### config.mk
export PLATFORM = sky130hd
export DESIGN_NAME = sr_latch_driver_flat
export DESIGN_NICKNAME = d
export VERILOG_FILES = /design/src/rtl/sr_latch_driver_if.sv /design/src/rtl/sr_latch_driver.sv /design/src/flat_wrapper.sv
export SDC_FILE = /design/constraint.sdc
export NUM_CORES = 1
export LEC_CHECK = 0
export BUFFER_PORTS_ARGS = -buffer_cell sky130_fd_sc_hd__buf_2
export CAP_MARGIN = 20
export CORE_ASPECT_RATIO = 1.1
export CORE_MARGIN = 1
export CORE_UTILIZATION = 50
export CTS_BUF_LIST = sky130_fd_sc_hd__clkbuf_16
export CTS_CLUSTER_DIAMETER = 50
export DETAILED_ROUTE_END_ITERATION = 10
export GPL_TIMING_DRIVEN = 0
export PLACE_DENSITY = 0.73
export RECOVER_POWER = 100
export REMOVE_ABC_BUFFERS = 1
export SYNTH_ARGS = -nofsm -noshare
export SYNTH_HDL_FRONTEND = slang
export SYNTH_SLANG_ARGS = --single-unit
### constraint.sdc
create_clock -name clk -period 1.92 [get_ports clk]
set_input_delay 0.192 -clock clk [delete_from_list [all_inputs] [get_ports clk]]
set_output_delay 0.192 -clock clk [all_outputs]
set_load 0.02 [all_outputs]
### src/rtl/sr_latch_driver_if.sv
// Command/status channel between a clocked controller and sr_latch_driver.
// The controller owns the request; the driver owns ready, busy and the per-command result.
interface sr_latch_driver_if;
  logic       req_valid;
  logic [1:0] req_op;
  logic       req_ready;
  logic       busy;
  logic       done;
  logic       err;
  logic       q_last;

  modport master (
    output req_valid,
    output req_op,
    input  req_ready,
    input  busy,
    input  done,
    input  err,
    input  q_last
  );

  modport slave (
    input  req_valid,
    input  req_op,
    output req_ready,
    output busy,
    output done,
    output err,
    output q_last
  );
endinterface

### src/rtl/sr_latch_driver.sv
// Drives an unclocked SR latch through a setup/pulse/hold sequence and verifies
// the latch state through a 2-flop synchronizer, reporting done/err per command.
module sr_latch_driver #(
  parameter int SETUP_CYC   = 1,
  parameter int PULSE_CYC   = 2,
  parameter int HOLD_CYC    = 1,
  parameter int ACK_TIMEOUT = 8,
  parameter int CNT_W       = 4
) (
  input  logic                clk,
  input  logic                rst_n,
  sr_latch_driver_if.slave    cmd,
  output logic                s,
  output logic                r,
  output logic                en,
  output logic                lrst,
  input  logic                q_fb,
  input  logic                qbar_fb
);

  localparam logic [1:0] OP_NOP   = 2'b00;
  localparam logic [1:0] OP_CLEAR = 2'b01;
  localparam logic [1:0] OP_SET   = 2'b10;
  localparam logic [1:0] OP_FORCE = 2'b11;

  // Counter holds "cycles remaining minus one" so a phase of N cycles loads N-1.
  localparam logic [CNT_W-1:0] SETUP_LOAD = CNT_W'(SETUP_CYC - 1);
  localparam logic [CNT_W-1:0] PULSE_LOAD = CNT_W'(PULSE_CYC - 1);
  localparam logic [CNT_W-1:0] HOLD_LOAD  = CNT_W'(HOLD_CYC - 1);
  localparam logic [CNT_W-1:0] CHECK_LOAD = CNT_W'(ACK_TIMEOUT - 1);

  generate
    if (SETUP_CYC < 1 || PULSE_CYC < 1 || HOLD_CYC < 1 || ACK_TIMEOUT < 1 ||
        (1 << CNT_W) < SETUP_CYC || (1 << CNT_W) < PULSE_CYC ||
        (1 << CNT_W) < HOLD_CYC  || (1 << CNT_W) < ACK_TIMEOUT) begin : g_bad_param
      $error("sr_latch_driver: invalid timing parameters for CNT_W");
    end
  endgenerate

  typedef enum logic [2:0] {
    ST_IDLE,
    ST_SETUP,
    ST_PULSE,
    ST_HOLD,
    ST_CHECK,
    ST_DONE
  } state_t;

  state_t           state_reg, state_next;
  logic [CNT_W-1:0] cnt_reg, cnt_next;
  logic [1:0]       op_reg, op_next;

  logic s_reg, s_next;
  logic r_reg, r_next;
  logic en_reg, en_next;
  logic lrst_reg, lrst_next;
  logic ready_reg, ready_next;
  logic busy_reg, busy_next;
  logic done_reg, done_next;
  logic err_reg, err_next;
  logic q_last_reg, q_last_next;

  // Bit 0 carries q, bit 1 carries qbar.
  logic [1:0] fb_raw;
  logic [1:0] sync1_reg, sync2_reg;
  logic       q_sync, qbar_sync;
  logic       exp_q;
  logic       fb_match;
  logic       accept;
  logic       driving;

  assign fb_raw    = {qbar_fb, q_fb};
  assign q_sync    = sync2_reg[0];
  assign qbar_sync = sync2_reg[1];
  assign exp_q     = (op_reg == OP_SET);
  assign fb_match  = (q_sync == exp_q) && (qbar_sync == ~exp_q);
  assign accept    = cmd.req_valid && ready_reg;

  always_ff @(posedge clk or negedge rst_n) begin
    if (!rst_n) begin
      sync1_reg <= 2'b00;
      sync2_reg <= 2'b00;
    end else begin
      sync1_reg <= fb_raw;
      sync2_reg <= sync1_reg;
    end
  end

  always_comb begin
    state_next  = state_reg;
    cnt_next    = cnt_reg;
    op_next     = op_reg;
    done_next   = 1'b0;
    err_next    = err_reg;
    q_last_next = q_last_reg;

    case (state_reg)
      ST_IDLE: begin
        if (accept) begin
          op_next = cmd.req_op;
          if (cmd.req_op == OP_NOP) begin
            state_next  = ST_DONE;
            done_next   = 1'b1;
            err_next    = 1'b0;
            q_last_next = q_sync;
          end else begin
            state_next = ST_SETUP;
            cnt_next   = SETUP_LOAD;
          end
        end
      end
      ST_SETUP: begin
        if (cnt_reg == '0) begin
          state_next = ST_PULSE;
          cnt_next   = PULSE_LOAD;
        end else begin
          cnt_next = cnt_reg - 1'b1;
        end
      end
      ST_PULSE: begin
        if (cnt_reg == '0) begin
          state_next = ST_HOLD;
          cnt_next   = HOLD_LOAD;
        end else begin
          cnt_next = cnt_reg - 1'b1;
        end
      end
      ST_HOLD: begin
        if (cnt_reg == '0) begin
          state_next = ST_CHECK;
          cnt_next   = CHECK_LOAD;
        end else begin
          cnt_next = cnt_reg - 1'b1;
        end
      end
      ST_CHECK: begin
        if (fb_match) begin
          state_next  = ST_DONE;
          done_next   = 1'b1;
          err_next    = 1'b0;
          q_last_next = q_sync;
        end else if (cnt_reg == '0) begin
          state_next  = ST_DONE;
          done_next   = 1'b1;
          err_next    = 1'b1;
          q_last_next = q_sync;
        end else begin
          cnt_next = cnt_reg - 1'b1;
        end
      end
      ST_DONE: begin
        state_next = ST_IDLE;
      end
      default: begin
        state_next = ST_IDLE;
        cnt_next   = '0;
      end
    endcase
  end

  // Pin values are decoded from the next state so every output is a plain register.
  always_comb begin
    driving    = (state_next == ST_SETUP) || (state_next == ST_PULSE) ||
                 (state_next == ST_HOLD);
    s_next     = driving && (op_next == OP_SET);
    r_next     = driving && (op_next == OP_CLEAR);
    en_next    = (state_next == ST_PULSE) &&
                 ((op_next == OP_SET) || (op_next == OP_CLEAR));
    lrst_next  = (state_next == ST_PULSE) && (op_next == OP_FORCE);
    ready_next = (state_next == ST_IDLE);
    busy_next  = (state_next != ST_IDLE);
  end

  always_ff @(posedge clk or negedge rst_n) begin
    if (!rst_n) begin
      state_reg  <= ST_IDLE;
      cnt_reg    <= '0;
      op_reg     <= OP_NOP;
      s_reg      <= 1'b0;
      r_reg      <= 1'b0;
      en_reg     <= 1'b0;
      lrst_reg   <= 1'b0;
      ready_reg  <= 1'b0;
      busy_reg   <= 1'b0;
      done_reg   <= 1'b0;
      err_reg    <= 1'b0;
      q_last_reg <= 1'b0;
    end else begin
      state_reg  <= state_next;
      cnt_reg    <= cnt_next;
      op_reg     <= op_next;
      s_reg      <= s_next;
      r_reg      <= r_next;
      en_reg     <= en_next;
      lrst_reg   <= lrst_next;
      ready_reg  <= ready_next;
      busy_reg   <= busy_next;
      done_reg   <= done_next;
      err_reg    <= err_next;
      q_last_reg <= q_last_next;
    end
  end

  assign s             = s_reg;
  assign r             = r_reg;
  assign en            = en_reg;
  assign lrst          = lrst_reg;
  assign cmd.req_ready = ready_reg;
  assign cmd.busy      = busy_reg;
  assign cmd.done      = done_reg;
  assign cmd.err       = err_reg;
  assign cmd.q_last    = q_last_reg;

endmodule
### src/flat_wrapper.sv
// flat-port wrapper written by rule: the top's interface ports become plain ports
module sr_latch_driver_flat 
#(
  parameter int SETUP_CYC   = 1,
  parameter int PULSE_CYC   = 2,
  parameter int HOLD_CYC    = 1,
  parameter int ACK_TIMEOUT = 8,
  parameter int CNT_W       = 4
)
  (clk, rst_n, s, r, en, lrst, q_fb, qbar_fb, cmd_req_valid, cmd_req_op, cmd_req_ready, cmd_busy, cmd_done, cmd_err, cmd_q_last);
  sr_latch_driver_if cmd_i ();
  input  logic clk;
  input  logic rst_n;
  output logic s;
  output logic r;
  output logic en;
  output logic lrst;
  input  logic q_fb;
  input  logic qbar_fb;
  input wire logic [$bits(cmd_i.req_valid)-1:0] cmd_req_valid;
  input wire logic [$bits(cmd_i.req_op)-1:0] cmd_req_op;
  output wire logic [$bits(cmd_i.req_ready)-1:0] cmd_req_ready;
  output wire logic [$bits(cmd_i.busy)-1:0] cmd_busy;
  output wire logic [$bits(cmd_i.done)-1:0] cmd_done;
  output wire logic [$bits(cmd_i.err)-1:0] cmd_err;
  output wire logic [$bits(cmd_i.q_last)-1:0] cmd_q_last;
  assign cmd_i.req_valid = cmd_req_valid;
  assign cmd_i.req_op = cmd_req_op;
  assign cmd_req_ready = cmd_i.req_ready;
  assign cmd_busy = cmd_i.busy;
  assign cmd_done = cmd_i.done;
  assign cmd_err = cmd_i.err;
  assign cmd_q_last = cmd_i.q_last;
  sr_latch_driver #(.SETUP_CYC(SETUP_CYC), .PULSE_CYC(PULSE_CYC), .HOLD_CYC(HOLD_CYC), .ACK_TIMEOUT(ACK_TIMEOUT), .CNT_W(CNT_W)) u_core (.clk(clk), .rst_n(rst_n), .cmd(cmd_i), .s(s), .r(r), .en(en), .lrst(lrst), .q_fb(q_fb), .qbar_fb(qbar_fb));
endmodule
=== Word level (Yosys, flattened, before mapping) ===
Index checks and enable logic that the tools add are counted.

* Add/sub/neg operators: 1
* Equality and inequality tests: 20
* Multiplexer cells: 33
* Bitwise gates (word level): 2
* Reductions and logical operators: 17

{| class="wikitable"
|+ Operators by type and width
! operator !! count
|-
| $mux 4 || 7
|-
| $pmux 4 s6 || 1
|-
| $mux 3 || 7
|-
| $pmux 3 s5 || 1
|-
| $eq 3x2->1 const B || 4
|-
| $mux 1 || 12
|-
| $eq 2x2->1 const B || 3
|-
| $eq 3x1->1 const B || 2
|-
| $eq 3x3->1 const B || 2
|-
| $logic_and 1x1->1 || 6
|-
| $logic_not 3->1 || 2
|-
| $ne 2x2->1 const B || 3
|-
| $pmux 1 s2 || 3
|-
| $reduce_and 5->1 || 1
|-
| $logic_not 4->1 || 1
|-
| $mux 2 || 2
|-
| $ne 2x1->1 const B || 2
|-
| $reduce_and 4->1 || 1
|-
| $sub 4x1->4 const B || 1
|-
| $logic_or 1x1->1 || 3
|-
| $ne 3x1->1 const B || 1
|-
| $reduce_bool 3->1 || 1
|-
| $eq 1x1->1 || 2
|-
| $eq 2x1->1 const B || 1
|-
| other kinds (3) || 4
|}

* Flip-flop bits (word level): 22
* Input bits: 7
* Word-level logic and storage cells: 87

=== Longest topological paths before layout ===
Gate-level depths: netlist of run 1.

* Depth after elaboration: 10
* Mapped depth: 6

=== Worst setup path after synthesis of run 1 ===
No wires, ideal clock.

* Kind: flip-flop to flip-flop
* From: register u_core.cnt_reg[0]
* To: register u_core.err_reg, in the netlist u_core.cmd.err
* Library setup time: 127 ps
* Data arrival time: 1,654 ps
* Data required time: 1,793 ps
* Setup slack: 138 ps
* Cell stages (with the launch flop): 7
* Clock period less this slack: 1,782 ps
* Cell sequence: dfrtp_1 > inv_1 > ha_1 > or3b_4 > o211ai_4 > a22o_2 > mux2_1

* Longest elaborated chain between the ends: 3

{| class="wikitable"
|+ RTL lines
! item !! RTL line !! source
|-
| start, declared || sr_latch_driver.sv:50 || <nowiki>logic [CNT_W-1:0] cnt_reg, cnt_next;</nowiki>
|-
| start signal, assigned || sr_latch_driver.sv:190 || <nowiki>cnt_reg <= cnt_next;</nowiki>
|-
| $logic_not 4->1 || sr_latch_driver.sv:142 || <nowiki>end else if (cnt_reg == '0) begin</nowiki>
|-
| $ne 3x1->1 (no line) || n/a ||
|-
| $reduce_and 4->1 (no line) || n/a ||
|-
| end signal, assigned || sr_latch_driver.sv:199 || <nowiki>err_reg <= err_next;</nowiki>
|-
| end, declared || sr_latch_driver.sv:60 || <nowiki>logic err_reg, err_next;</nowiki>
|}

Every way passes these cells.
A chain may end at the register's enable or synchronous reset.

=== Worst setup path after layout of run 1 ===
* From: register u_core.cnt_reg[0]
* To: register u_core.cnt_reg[2]

* Longest elaborated chain between the ends: 4
* Elaborated cells on any way between the ends: 10
* Classes of those cells: add/sub (1); eq/ne (1); mux (6); reduce/logical (2)

{| class="wikitable"
|+ RTL lines
! item !! RTL line !! source
|-
| $sub 4x1->4 || n/a ||
|-
| $mux 4 || sr_latch_driver.sv:142 ||
|-
| $mux 4 || sr_latch_driver.sv:137 || <nowiki>if (fb_match) begin</nowiki>
|-
| $pmux 4 s6 || sr_latch_driver.sv:97 || <nowiki>case (state_reg)</nowiki>
|}

Several ways; a longest one is shown, not always the timed one. The select of a mux whose other input is x is not followed.

==> flow_summary.toml, run 1 <==
[outcome]
status = "finished, final reports clean"

[place]
portBuffers = 15
dp_worst_setup_slack_ns = -0.2297
gp_congestion = 0.8169
dp_cells = 140
post-dp-hpwl_um = 1525

[finish]
final_common_cell = "dfrtp_1"
fin_nets = 136
mostFrequentLayoutCells = "dfrtp_1 (20), clkbuf_1 (11), nor2_1 (6)"
drive_gt1_share_pct = 21.95
syn_to_final_growth_pct = 20.35
finalNonFillerCells = 151
largest_reg_flops = 4
utilization_pct = 66.39
diodes = 0

[worst_setup_path]
critPathKind = "register to register"
arrival_ns = 1.99
start_kind = "register"
endpoint_kind = "register"
cp_cell_sequence = "inv_2, ha_1, or3b_4, o211ai_4, o221ai_4, mux2_1"
crit_path_max_incr_delay_ns = 0.43
required_ns = 2.05
cp_slowest_cell = "or3b_4"
cp_max_fo = 5

[logic_synthesis]
yosysWarnings = 0
synth_edf_count = 0
ys_async_sr_fraction_pct = 100.0
synth_sequential_area_ratio_pct = 47.88
ys_seq_elements = 22
ys.flop_type = "dfrtp_1"
syn_inst = 100
synthTopCellsByArea = "dfrtp_1 (48%), ha_1 (5.4%), mux2_4 (2.6%)"
synth.top_cell.area_share_pct = 47.88
ys_types = 40
synth_area_per_cell_um2 = 11.50
syn-cell-area_um2 = 1150
synth_area_leader_cell = "dfrtp_1"

[timing]
timing.final.hold_violations = 0
setup_slack_ns = 0.06728
slew_headroom_pct = 24.23
drv_slew = 0
fin_crit_sh_pct = 96.50
clock-skew-final_ns = 0.002457
tightest_slew_ns = 1.137
min_period_ns = 1.853
setup_viol = 0
fmax_ghz = 0.5397
grt_setup_unrepaired = "false"

[routing]
via_count = 860
drc_errors = 0
totalWireLength_um = 2343
routedWlPerCell_um = 15.52
via_per_inst = 5.695
ant_nets = 0
drt_iter0_drc = 21
first_pass_iters = 4

[floorplan]
initial_core_util_pct = 55.16
core_area_um2 = 2085
die-width_um = 47.73
die_area_um2 = 2496
fp.dieH_um = 52.30
num_rows = 17
ios = 16

[global_route]
grt_pass1_vias = 855
grt_pass1_wl_um = 3960
antenna_found_initial = 0
overflow = 0
grt_start_max_net_pins = 23
grt.total_usage_pct = 23.16

[power]
p_sw_w = 0.001026
peakVddDrop_v = 0.001214
p_int_w = 0.001496
seqPwrFrac_pct = 31.0
power_density_nw_per_um2 = 1822
leakage_nw = 0.6016
clkPwrFrac_pct = 17.4
swShare_pct = 40.68
p_total_w = 0.002521
comb_power_share_pct = 51.6

[clock_network]
cts_tree = "done"
cts.sinks = 22
clkTransAtPathRegs_ns = 0.06
clk_latency_ns = 0.25
cts_inserted_buffers = 3
clockBufferDepth = 2
cts-htree-levels = 1
cts-root-buf = "clkbuf_16"

[flow_run]
drv_cap = 0

[min_path]
min_path_type = "primary input to register"
==> repair_timing <==
action,in CTS,in global routing
endpoints found under the setup margin,6,6
gates resized for setup,4,3
setup buffers,3,3
hold endpoints to repair,22,0
gates cloned,0,0
hold buffers,1,0
pin swaps,2,1
==> power groups by stage <==
stage                     logic (W)  registers [W]  clock network, W
after CTS                   0.00128       0.000774          0.000442
after global routing        0.00144       0.000807          0.000456
after global placement      0.00115       0.000791                 0
final                       0.00130       0.000783          0.000437
after detailed placement    0.00118       0.000797                 0
after floorplan            0.000866       0.000839                 0
==> layer usage <==
metal  GRT usage, %  up-vias  part of all wire, %
met1          31.53      416                   42
met5              0        -                    0
li1               -      406                    -
met4          8.333        0                  3.1
met3          3.103        9                  3.6
met2          36.94       29                   51
==> layout make-up <==
type	count	area, um^2
fillers	184	700.7
flip-flops and latches	22	553.0
inverters	7	26.28
clock inverters	1	3.754
repair buffers	22	113.9
clock buffers	3	75.07
well taps	28	35.03
multi-input cells	68	576.8
==> cells in the mapped netlist (all sizes together), types with 2 or more instances <==
cell type and n:
o221ai 2, dfrtp 22, or3b 2, xnor2 3
ha 5, inv 7, nor2b 3, mux2 4
nand2b 4, nor3b 4, o21ai 2, buf 3
nor3 5, a21oi 2, a211oi 2, nand3 3
o211ai 2, nor2 6, nand2 5, mux2i 2
==> critical path, delay by kind of cell, from the launching register on <==
family	cells	cell delay [ns]
AND/OR/NAND/NOR	1	0.43
flip-flops	1	0.41
multiplexers	1	0.34
AO/OA/AOI/OAI	2	0.31
adder cells (fa/ha/maj)	1	0.16
buffers and inverters	1	0.10
==> final timing paths <==
path | from | endpoint | slack (ns) | cells past startpoint
setup / recovery | u_core.cnt_reg[0] | u_core.cnt_reg[2] | 0.07 | 6
hold / removal | qbar_fb | u_core.sync1_reg[1] | 0.04 | 1
setup reg to reg | u_core.cnt_reg[0] | u_core.cnt_reg[2] | 0.07 | 6
hold reg to reg | u_core.sync1_reg[1] | u_core.sync2_reg[1] | 0.35 | 0
max in group asynchronous | rst_n | u_core.state_reg[2] | 0.48 | 2
min in group asynchronous | rst_n | u_core.sync1_reg[0] | 0.68 | 2
==> through the flow <==
stage	area, um^2	setup TNS [ns]	hold WS, ns
after CTS	1375	0	0.03873
after global routing	1384	0	0.03517
final	1384	0	0.03837
after global placement	1245	-0.5602	0.1735
after detailed placement	1245	-0.8131	0.1783
after floorplan	1135	0	-0.1036
==> cell families (layout without fill, tap and decap cells) <==
family	Yosys count	count (layout)	synth area share (%)
AOI/OAI and AO/OA	17	17	14.80
xor gates and xnor gates	3	3	2.286
adders and majority gates	5	5	5.441
buffers and inverters	10	33	3.590
DFF	22	22	47.88
muxes	6	6	6.311
and+or+nand+nor	37	37	19.70
Note: power is estimated with default switching activity, not from simulation.
==> run 2: changes to the inputs <==
- ABC_AREA: unset -> 1
- CORE_UTILIZATION: 50 -> 49
- PLACE_DENSITY: 0.73 -> 0.72
==> run 2 against run 1 <==
Clock skew is 0.00054 ns lower. Core utilization is 4.9 points lower. Die area is 2.4% lower. Total power is 13% lower. Via count is 0.93% higher. Critical endpoint is now u_core.en. Largest cell class is now flip-flops and latches. Largest power group unchanged.
==> flow_summary.toml, run 2 <==
[outcome]
status = "finished, final reports clean"

[clock_network]
clk_latency_ns = 0.25
cts-root-buf = "clkbuf_16"
cts-htree-levels = 1
clockBufferDepth = 2
clkTransAtPathRegs_ns = 0.05
cts.sinks = 22
ctsResizeCount = 0
cts_inserted_buffers = 3
cts_tree = "done"

[timing]
holdWs_ns = 0.04799
drv_slew = 0
grt_setup_unrepaired = "false"
tightest_slew_ns = 1.140
fmax_ghz = 0.5868
slew_headroom_pct = 24.02
timing.final.hold_violations = 0
setup_slack_ns = 0.2159
fin_crit_sh_pct = 88.76
clock-skew-final_ns = 0.001922
min_period_ns = 1.704
tns_ns = 0
setup_viol = 0

[finish]
seq_area_um2 = 550.5
final_common_cell = "nand2_1"
multi_input_area_um2 = 437.9
drive_gt1_share_pct = 9.554
largest_reg_flops = 4
mostFrequentLayoutCells = "nand2_1 (38), inv_1 (25), dfrtp_1 (22), nor2_1 (17), clkbuf_1 (10)"
diodes = 0
fin_area_um2 = 1269
fillers = 201
fin_nets = 171
syn_to_final_growth_pct = 15.49

[worst_setup_path]
crit_path_max_incr_delay_ns = 0.45
cp_slowest_cell = "dfrtp_1"
critPathKind = "register to register"
cp_max_fo = 7
required_ns = 2.10
arrival_ns = 1.89
start_kind = "register"
r2r_setup_slack_ns = 0.22
cp_cell_sequence = "nor2_2, nand2_1, nor2_1, inv_1, o21ai_1, inv_1, ha_1, nor2_1"
endpoint_kind = "register"

[logic_synthesis]
syn-cell-area_um2 = 1099
synth_area_per_cell_um2 = 7.961
ys_seq_elements = 22
ys_types = 17
yosysMostFrequentCell = "nand2_1"
ys_top_cells_by_count = "nand2_1 (36), inv_1 (24), dfrtp_1 (22), nor2_1 (16), nand3_1 (8)"
ys_async_sr_fraction_pct = 100.0
synthTopCellsByArea = "dfrtp_1 (50%), nand2_1 (12%), inv_1 (8.2%)"
syn_inst = 138
yosysWarnings = 0
synth_sequential_area_ratio_pct = 50.11
ys.flop_type = "dfrtp_1"
synth_area_leader_cell = "dfrtp_1"
synth.top_cell.area_share_pct = 50.11
synth_edf_count = 0

[global_route]
grt_start_max_net_pins = 23
grt_pass1_wl_um = 3091
grt.total_usage_pct = 18.41
grt_pass1_vias = 838
overflow = 0
antenna_found_initial = 0

[floorplan]
initial_core_util_pct = 53.24
core_area_um2 = 2063
ios = 16
fp.dieH_um = 51.66
num_rows = 17
die_area_um2 = 2436
die-width_um = 47.15

[flow_run]
drv_cap = 0

[routing]
met1Wirelength_um = 877
wl_met2_um = 944
drt_iter0_drc = 16
via_count = 868
ant_nets = 0
totalWireLength_um = 1878
via_per_inst = 4.692
first_pass_iters = 4
routedWlPerCell_um = 10.15
drc_errors = 0
routed-wl-met3_um = 29
highest_layer = "met4"

[place]
post-dp-hpwl_um = 1446
portBuffers = 15
dp_worst_setup_slack_ns = 0.2165
gp_congestion = 0.8445
placed_area_um2 = 1209

[power]
power_density_nw_per_um2 = 1721
leakage_nw = 0.7047
peakVddDrop_v = 0.0008687
p_total_w = 0.002183

[min_path]
min_path_type = "primary input to register"
run 2: stage by stage:
stage | cells | utilization [%]
6_report | 185 | 61.49
5_1_grt | 185 | 61.49
4_1_cts | 185 | 62.70
3_5_place_dp | 181 | 58.58
3_3_place_gp | 181 | 58.58
2_1_floorplan | 138 | -
run 2: area by class of cell:
cell class	count	area share, %
sequential	22	43.39
multi-input combinational	90	34.52
inverter	26	7.692
clock buffer	3	5.917
timing repair buffer	16	5.720
tap	28	2.761
run 2: worst paths after layout:
check,to,startpoint,depth (start not counted)
max,u_core.en,u_core.state_reg[0],8
min,u_core.sync1_reg[0],q_fb,1
max reg2reg,u_core.en,u_core.state_reg[0],8
min reg2reg,u_core.sync2_reg[0],u_core.sync1_reg[0],0
max in group asynchronous,u_core.cnt_reg[3],rst_n,2
min in group asynchronous,u_core.cmd.req_ready,rst_n,2
run 2: worst max-delay path: cells and delay by family (launching register included):
kind                       cells  cell delay [ns]
DFF                            1             0.45
AOI/OAI and AO/OA              1             0.18
adders and majority gates      1             0.27
buffers and inverters          2             0.23
and+or+nand+nor                4             0.51
run 2: per-layer routing:
| metal | track usage [%] | vias up |
|---|---|---|
| li1 | - | 457 |
| met2 | 30.79 | 10 |
| met5 | 0 | - |
| met4 | 9.524 | 0 |
| met3 | 3.125 | 4 |
| met1 | 22.04 | 397 |
run 2: logic make-up after synthesis:
group / after synthesis / synth area share, %
adder cells (fa/ha/maj): 5 / 5.695
AO/OA/AOI/OAI: 13 / 6.264
XOR/XNOR: 1 / 0.7974
flip-flops: 22 / 50.11
AND/OR/NAND/NOR: 71 / 28.25
buffers and inverters: 26 / 8.884
run 2: where the power goes:
group          switching, W  internal [W]  total (W)
Clock              0.000142      0.000274   0.000417
Sequential        0.0000927      0.000632   0.000724
Combinational      0.000715      0.000328    0.00104
run 2: timing repair:
item / CTS / global route
buffers inserted: 0 / 0
endpoints found under the setup margin: 0 / 0
hold buffers: 1 / 0
endpoints found under the hold margin: 22 / 0
